[src/rtl/hdmi_island_scheduler.sv]
// Data-island scheduler for HDMI: grants one packet per island in fixed 56-clock slots placed in horizontal blanking.
// Optional build macro INFOFRAME_EN enables once-per-frame AVI and Audio InfoFrame requests.
module hdmi_island_scheduler #(
    parameter int FRAMEWIDTH  = 1280,
    parameter int TOTALWIDTH  = 1650,
    parameter int FRAMEHEIGHT = 720,
    parameter int TOTALHEIGHT = 750
) (
    input  logic        clk,
    input  logic        rst_n,
    input  logic [11:0] hcnt,
    input  logic [10:0] vcnt,
    input  logic        acr_req,
    input  logic        aud_req,
    output logic [3:0]  gnt,
    output logic [1:0]  pkt_sel,
    output logic        isl_pre,
    output logic        isl_gbl,
    output logic        isl_data,
    output logic        isl_gbt,
    output logic [4:0]  bit_idx,
    output logic [7:0]  aud_late_cnt
);

    localparam int SLOT_PITCH = 56;
    localparam int SLOT0      = FRAMEWIDTH + 4;
    localparam int SLOT_LAST  = TOTALWIDTH - 12 - 44;
    localparam int NSLOT      = (SLOT_LAST < SLOT0) ? 0 : (SLOT_LAST - SLOT0) / SLOT_PITCH + 1;
    localparam int NSLOT_V    = (NSLOT > 0) ? NSLOT : 1;
    localparam logic [11:0] LAST_H = 12'(TOTALWIDTH - 1);

    typedef enum logic [2:0] {
        IDLE,
        PRE,
        GBL,
        DATA,
        GBT,
        GAP
    } state_t;

    state_t      state_reg;
    logic [4:0]  cnt_reg;
    logic [3:0]  gnt_reg;
    logic [1:0]  pkt_sel_reg;
    logic        isl_pre_reg;
    logic        isl_gbl_reg;
    logic        isl_data_reg;
    logic        isl_gbt_reg;
    logic [4:0]  bit_idx_reg;
    logic [7:0]  aud_late_cnt_reg;
    logic        avi_pend_reg;
    logic        aif_pend_reg;

    logic [NSLOT_V-1:0] slot_hit;
    logic        slot_start;
    logic [3:0]  gnt_next;
    logic [1:0]  sel_next;
    logic        can_start;

    // One comparator per slot position; positions are elaboration-time constants.
    generate
        for (genvar gi = 0; gi < NSLOT_V; gi++) begin : g_slot
            if (gi < NSLOT) begin : g_on
                assign slot_hit[gi] = (hcnt == 12'(SLOT0 + SLOT_PITCH * gi));
            end else begin : g_off
                assign slot_hit[gi] = 1'b0;
            end
        end
    endgenerate

    assign slot_start = |slot_hit;

    always_comb begin
        gnt_next = 4'b0000;
        sel_next = 2'd0;
        if (acr_req) begin
            gnt_next = 4'b0001;
            sel_next = 2'd0;
        end else if (aud_req) begin
            gnt_next = 4'b0010;
            sel_next = 2'd1;
        end else if (avi_pend_reg) begin
            gnt_next = 4'b0100;
            sel_next = 2'd2;
        end else if (aif_pend_reg) begin
            gnt_next = 4'b1000;
            sel_next = 2'd3;
        end
    end

    // The last GAP cycle coincides with the next slot start, so it accepts a new island like IDLE.
    assign can_start = slot_start && (gnt_next != 4'b0000) &&
                       ((state_reg == IDLE) || ((state_reg == GAP) && (cnt_reg == 5'd11)));

    always_ff @(posedge clk) begin
        if (!rst_n) begin
            state_reg    <= IDLE;
            cnt_reg      <= 5'd0;
            gnt_reg      <= 4'b0000;
            pkt_sel_reg  <= 2'd0;
            isl_pre_reg  <= 1'b0;
            isl_gbl_reg  <= 1'b0;
            isl_data_reg <= 1'b0;
            isl_gbt_reg  <= 1'b0;
            bit_idx_reg  <= 5'd0;
        end else begin
            gnt_reg <= 4'b0000;
            if (can_start) begin
                state_reg   <= PRE;
                cnt_reg     <= 5'd0;
                gnt_reg     <= gnt_next;
                pkt_sel_reg <= sel_next;
                isl_pre_reg <= 1'b1;
            end else begin
                case (state_reg)
                    IDLE: begin
                        cnt_reg <= 5'd0;
                    end
                    PRE: begin
                        if (cnt_reg == 5'd7) begin
                            state_reg   <= GBL;
                            cnt_reg     <= 5'd0;
                            isl_pre_reg <= 1'b0;
                            isl_gbl_reg <= 1'b1;
                        end else begin
                            cnt_reg <= cnt_reg + 5'd1;
                        end
                    end
                    GBL: begin
                        if (cnt_reg == 5'd1) begin
                            state_reg    <= DATA;
                            cnt_reg      <= 5'd0;
                            isl_gbl_reg  <= 1'b0;
                            isl_data_reg <= 1'b1;
                            bit_idx_reg  <= 5'd0;
                        end else begin
                            cnt_reg <= cnt_reg + 5'd1;
                        end
                    end
                    DATA: begin
                        if (cnt_reg == 5'd31) begin
                            state_reg    <= GBT;
                            cnt_reg      <= 5'd0;
                            isl_data_reg <= 1'b0;
                            isl_gbt_reg  <= 1'b1;
                            bit_idx_reg  <= 5'd0;
                        end else begin
                            cnt_reg     <= cnt_reg + 5'd1;
                            bit_idx_reg <= bit_idx_reg + 5'd1;
                        end
                    end
                    GBT: begin
                        if (cnt_reg == 5'd1) begin
                            state_reg   <= GAP;
                            cnt_reg     <= 5'd0;
                            isl_gbt_reg <= 1'b0;
                            pkt_sel_reg <= 2'd0;
                        end else begin
                            cnt_reg <= cnt_reg + 5'd1;
                        end
                    end
                    GAP: begin
                        if (cnt_reg == 5'd11) begin
                            state_reg <= IDLE;
                            cnt_reg   <= 5'd0;
                        end else begin
                            cnt_reg <= cnt_reg + 5'd1;
                        end
                    end
                    default: begin
                        state_reg    <= IDLE;
                        cnt_reg      <= 5'd0;
                        pkt_sel_reg  <= 2'd0;
                        isl_pre_reg  <= 1'b0;
                        isl_gbl_reg  <= 1'b0;
                        isl_data_reg <= 1'b0;
                        isl_gbt_reg  <= 1'b0;
                        bit_idx_reg  <= 5'd0;
                    end
                endcase
            end
        end
    end

    // A line counts as late when it closes with audio still waiting and not granted right then.
    always_ff @(posedge clk) begin
        if (!rst_n) begin
            aud_late_cnt_reg <= 8'd0;
        end else if ((hcnt == LAST_H) && aud_req && !gnt_reg[1] &&
                     (aud_late_cnt_reg != 8'hFF)) begin
            aud_late_cnt_reg <= aud_late_cnt_reg + 8'd1;
        end
    end

`ifdef INFOFRAME_EN
    logic frame_start;
    assign frame_start = (hcnt == 12'd0) && (vcnt == 11'(FRAMEHEIGHT));

    // A new frame request takes precedence over a grant landing in the same cycle.
    always_ff @(posedge clk) begin
        if (!rst_n) begin
            avi_pend_reg <= 1'b0;
            aif_pend_reg <= 1'b0;
        end else begin
            if (frame_start) begin
                avi_pend_reg <= 1'b1;
            end else if (gnt_reg[2]) begin
                avi_pend_reg <= 1'b0;
            end
            if (frame_start) begin
                aif_pend_reg <= 1'b1;
            end else if (gnt_reg[3]) begin
                aif_pend_reg <= 1'b0;
            end
        end
    end
`else
    assign avi_pend_reg = 1'b0;
    assign aif_pend_reg = 1'b0;
`endif

    // Vertical geometry only matters for the InfoFrame trigger.
    logic unused_vgeom;
    assign unused_vgeom = ^{vcnt, 11'(TOTALHEIGHT), 11'(FRAMEHEIGHT)};

    assign gnt          = gnt_reg;
    assign pkt_sel      = pkt_sel_reg;
    assign isl_pre      = isl_pre_reg;
    assign isl_gbl      = isl_gbl_reg;
    assign isl_data     = isl_data_reg;
    assign isl_gbt      = isl_gbt_reg;
    assign bit_idx      = bit_idx_reg;
    assign aud_late_cnt = aud_late_cnt_reg;

endmodule

[config.mk]
export PLATFORM = sky130hd
export DESIGN_NAME = hdmi_island_scheduler
export DESIGN_NICKNAME = d
export VERILOG_FILES = /design/src/rtl/hdmi_island_scheduler.sv
export SDC_FILE = /design/constraint.sdc
export NUM_CORES = 1
export LEC_CHECK = 0
export ABC_AREA = 1
export ABC_CLOCK_PERIOD_IN_PS = 1900
export BUFFER_PORTS_ARGS = -buffer_cell sky130_fd_sc_hd__buf_2
export CAP_MARGIN = 15
export CORE_ASPECT_RATIO = 1.2
export CORE_MARGIN = 2
export CORE_UTILIZATION = 41
export CTS_CLUSTER_SIZE = 28
export DETAILED_ROUTE_END_ITERATION = 6
export GPL_TIMING_DRIVEN = 0
export PLACE_DENSITY_LB_ADDON = 0.3
export SYNTH_ARGS = -nofsm -noshare
export SYNTH_HDL_FRONTEND = slang
export SYNTH_SLANG_ARGS = --single-unit
[constraint.sdc]
create_clock -name clk -period 1.9 [get_ports clk]
set_clock_uncertainty 0.15 [all_clocks]
set_input_delay 0.19 -clock clk [delete_from_list [all_inputs] [get_ports clk]]
set_output_delay 0.19 -clock clk [all_outputs]
set_load 0.05 [all_outputs]
==> flow_summary.yaml <==
run_status:
  outcome: "finished, final reports clean"
clock_tree:
  cts_buffers: 3
  h-tree-depth: 1
  cts_tree: "built"
  clkLatencyLatePin_ns: 0.28
  cts-root-buf: "clkbuf_8"
  clock_path_buffers: 2
  hold_buffers: 0
  cts_sinks: 28
  path_clk_slew_ns: 0.10
final_layout:
  drive_gt1_share_pct: 24.4
  num_antenna_cells: 0
  final_core_util_pct: 52.1
  final_common_cell: "nand2_1"
  multi_input_area_um2: 1120
  fill_cells: 468
  nets: 369
  syn2layout_area_growth_pct: 21.5
  final_cell_mix: "nand2_1, inv_1, nor2_1, buf_2, nand3_1"
  largest_reg_flops: 8
  ff_latch_area_um2: 568
detailed_routing:
  wl_per_cell_um: 10.8
  wl_um: 4220
  vias_per_cell: 4.83
  dr.pass1.iters: 4
  via_count: 1892
  drt_iter0_markers: 80
  drc: 0
  ant_nets: 0
setup_path:
  max_stage_delay_ns: 0.39
  path_buf_inv: 2
  crit_family: "simple AND/OR/NAND/NOR gates"
  worst-path-max-fanout: 6
  crit_path_frequent_cell: "nand2_1"
  start_kind: "flip-flop"
  cp_cell_sequence: "ha_4, nand2_1, nor2_2, ha_2, inv_1, nand2_2, nand2_4, nor2_4, nand2_2, nand2_1, nand2_1, inv_2, nor2_2"
  cpMaxStageDelayCell: "dfxtp_4"
  worstSetupPathType: "flip-flop to flip-flop"
  crit_required_ns: 1.93
  cp.arrival_ns: 1.81
  crit_path_end_kind: "flip-flop"
floorplan:
  num_rows: 26
  fp.dieArea_um2: 5050
  die_y_um: 77.4
  boundaryPins: 50
  core_um2: 4290
  start_util_pct: 42.9
  chipWidth_um: 65.2
synthesis:
  syn_area_um2: 1840
  synth.ff_latch_count: 28
  yosys.cell_types.count: 30
  seq_area_frac_synth_pct: 30.4
  synth.yosys.warnings: 0
  avgSynthCellArea_um2: 6.33
  postSynthCellCount: 291
placement:
  routabilityCongestion: 0.841
  io_buffers: 35
  pre_cts_ws_ns: -0.206
  dp_hpwl_um: 3160
sta:
  min_period_ns: 1.78
  setup_tns_ns: 0
  setup_viol: 0
  setup_ws_ns: 0.124
  hold_viol_final: 0
  whs_ns: 0.00702
  finalCritPeriodShare_pct: 93.5
  report.final.slew_viol_count: 0
  fmax_mhz: 563
grt:
  grt_overflow: 0
  grt_util_all_layers_pct: 17.0
  grt_pass1_wl_um: 7040
  grt_pass1_vias: 1646
  grt_max_degree: 17
  antenna_found_initial: 0
power_and_ir_drop:
  power_w: 0.00179
  p_leak_nw: 1.10
  power.density_nw_per_um2: 800
  ir_worst_vdd_uv: 539
worst_hold_path:
  holdCritPathClass: "input port to flip-flop"
run:
  drv_cap: 0
-- cell families (layout without fill, tap and decap cells) --
kind of cell	count (synthesis)	count (layout)	share of synthesized area, %
and+or+nand+nor	184	184	46.5
buffers and inverters	49	92	11.1
DFF	28	28	30.4
AOI/OAI and AO/OA	19	19	5.98
adders and majority gates	5	5	3.40
xor gates and xnor gates	5	5	2.38
other	1	3	0.204
-- worst reg2reg max path, cell delays in order, from the launching register on --
cell	delay [ns]
dfxtp_4	0.39
ha_4	0.13
nand2_1	0.06
nor2_2	0.13
ha_2	0.19
inv_1	0.06
nand2_2	0.12
nand2_4	0.09
nor2_4	0.13
nand2_2	0.06
nand2_1	0.05
nand2_1	0.05
inv_2	0.05
nor2_2	0.02
-- worst paths after layout --
path | endpoint | slack [ns] | startpoint | cells after the start
setup reg to reg | state_reg[1] | 0.12 | cnt_reg[0] | 13
setup / recovery | state_reg[1] | 0.12 | cnt_reg[0] | 13
hold reg to reg | isl_data | 0.32 | isl_data | 2
hold / removal | gnt[0] | 0.007 | acr_req | 3
-- routing by layer --
layer / global-route usage [%] / share of wire (%) / up-vias
met4: 6.25 / 2.6 / 0
met3: 1.74 / 3.3 / 11
met5: 0 / 0 / -
met1: 20.1 / 44 / 832
li1: - / - / 1012
met2: 31.1 / 50 / 37
-- power breakdown --
| part | switching (W) | internal, W | total (W) | leakage (nW) |
|---|---|---|---|---|
| Clock | 0.000188 | 0.000282 | 0.000470 | 0.0357 |
| Sequential | 0.0000454 | 0.000623 | 0.000668 | 0.227 |
| Combinational | 0.000434 | 0.000218 | 0.000652 | 0.838 |
| Total | 0.000667 | 0.00112 | 0.00179 | 1.10 |
-- cells in the mapped netlist --
| master | n | share of area (%) |
|---|---|---|
| clkinv_1 | 1 | 0.20 |
| ha_1 | 5 | 3.4 |
| dfxtp_1 | 28 | 30 |
| o31ai_1 | 2 | 0.81 |
| nor3_1 | 3 | 0.81 |
| buf_6 | 1 | 0.61 |
| and3_1 | 1 | 0.34 |
| buf_2 | 1 | 0.27 |
| nand2_2 | 7 | 2.4 |
| xor2_1 | 3 | 1.4 |
| nand3b_1 | 4 | 1.6 |
| nor2_1 | 41 | 8.4 |
| buf_4 | 3 | 1.2 |
| nand3_1 | 29 | 7.9 |
| nor2_4 | 2 | 1.2 |
| inv_1 | 41 | 8.4 |
| conb_1 | 1 | 0.20 |
| inv_2 | 2 | 0.41 |
| nand2_4 | 1 | 0.61 |
| xnor2_1 | 2 | 0.95 |
| nor2_2 | 9 | 3.1 |
| o21ai_0 | 4 | 1.1 |
| a31o_2 | 1 | 0.48 |
| a211oi_1 | 1 | 0.41 |
| o2111ai_1 | 1 | 0.48 |
| a21oi_1 | 10 | 2.7 |
| nand4_1 | 10 | 3.4 |
| or2_1 | 1 | 0.34 |
| nand3_2 | 3 | 1.6 |
| nand2_1 | 73 | 15 |
-- per-stage QoR --
| stage | std cells | cell area, µm² |
|---|---|---|
| 3_5_place_dp | 384 | 2090 |
| 6_report | 392 | 2240 |
| 4_1_cts | 389 | 2190 |
| 2_1_floorplan | 293 | 1850 |
| 3_3_place_gp | 384 | 2090 |
| 5_1_grt | 392 | 2240 |
-- cell type report --
cell class	count	area share, %
Inverter	44	7.38
Timing Repair Buffer	39	9.17
Multi-Input combinational cell	216	50.0
Tap cell	56	3.13
Sequential cell	28	25.4
Clock buffer	3	1.84
Clock inverter	1	1.34
Buffer	5	1.73
-- repair_timing --
action	in CTS	in global routing
pin swaps	0	4
setup buffers	1	3
setup endpoints to repair	8	3
hold endpoints to repair	0	0
gates resized for setup	8	6
No activity file was read; power rests on OpenSTA's default activity.
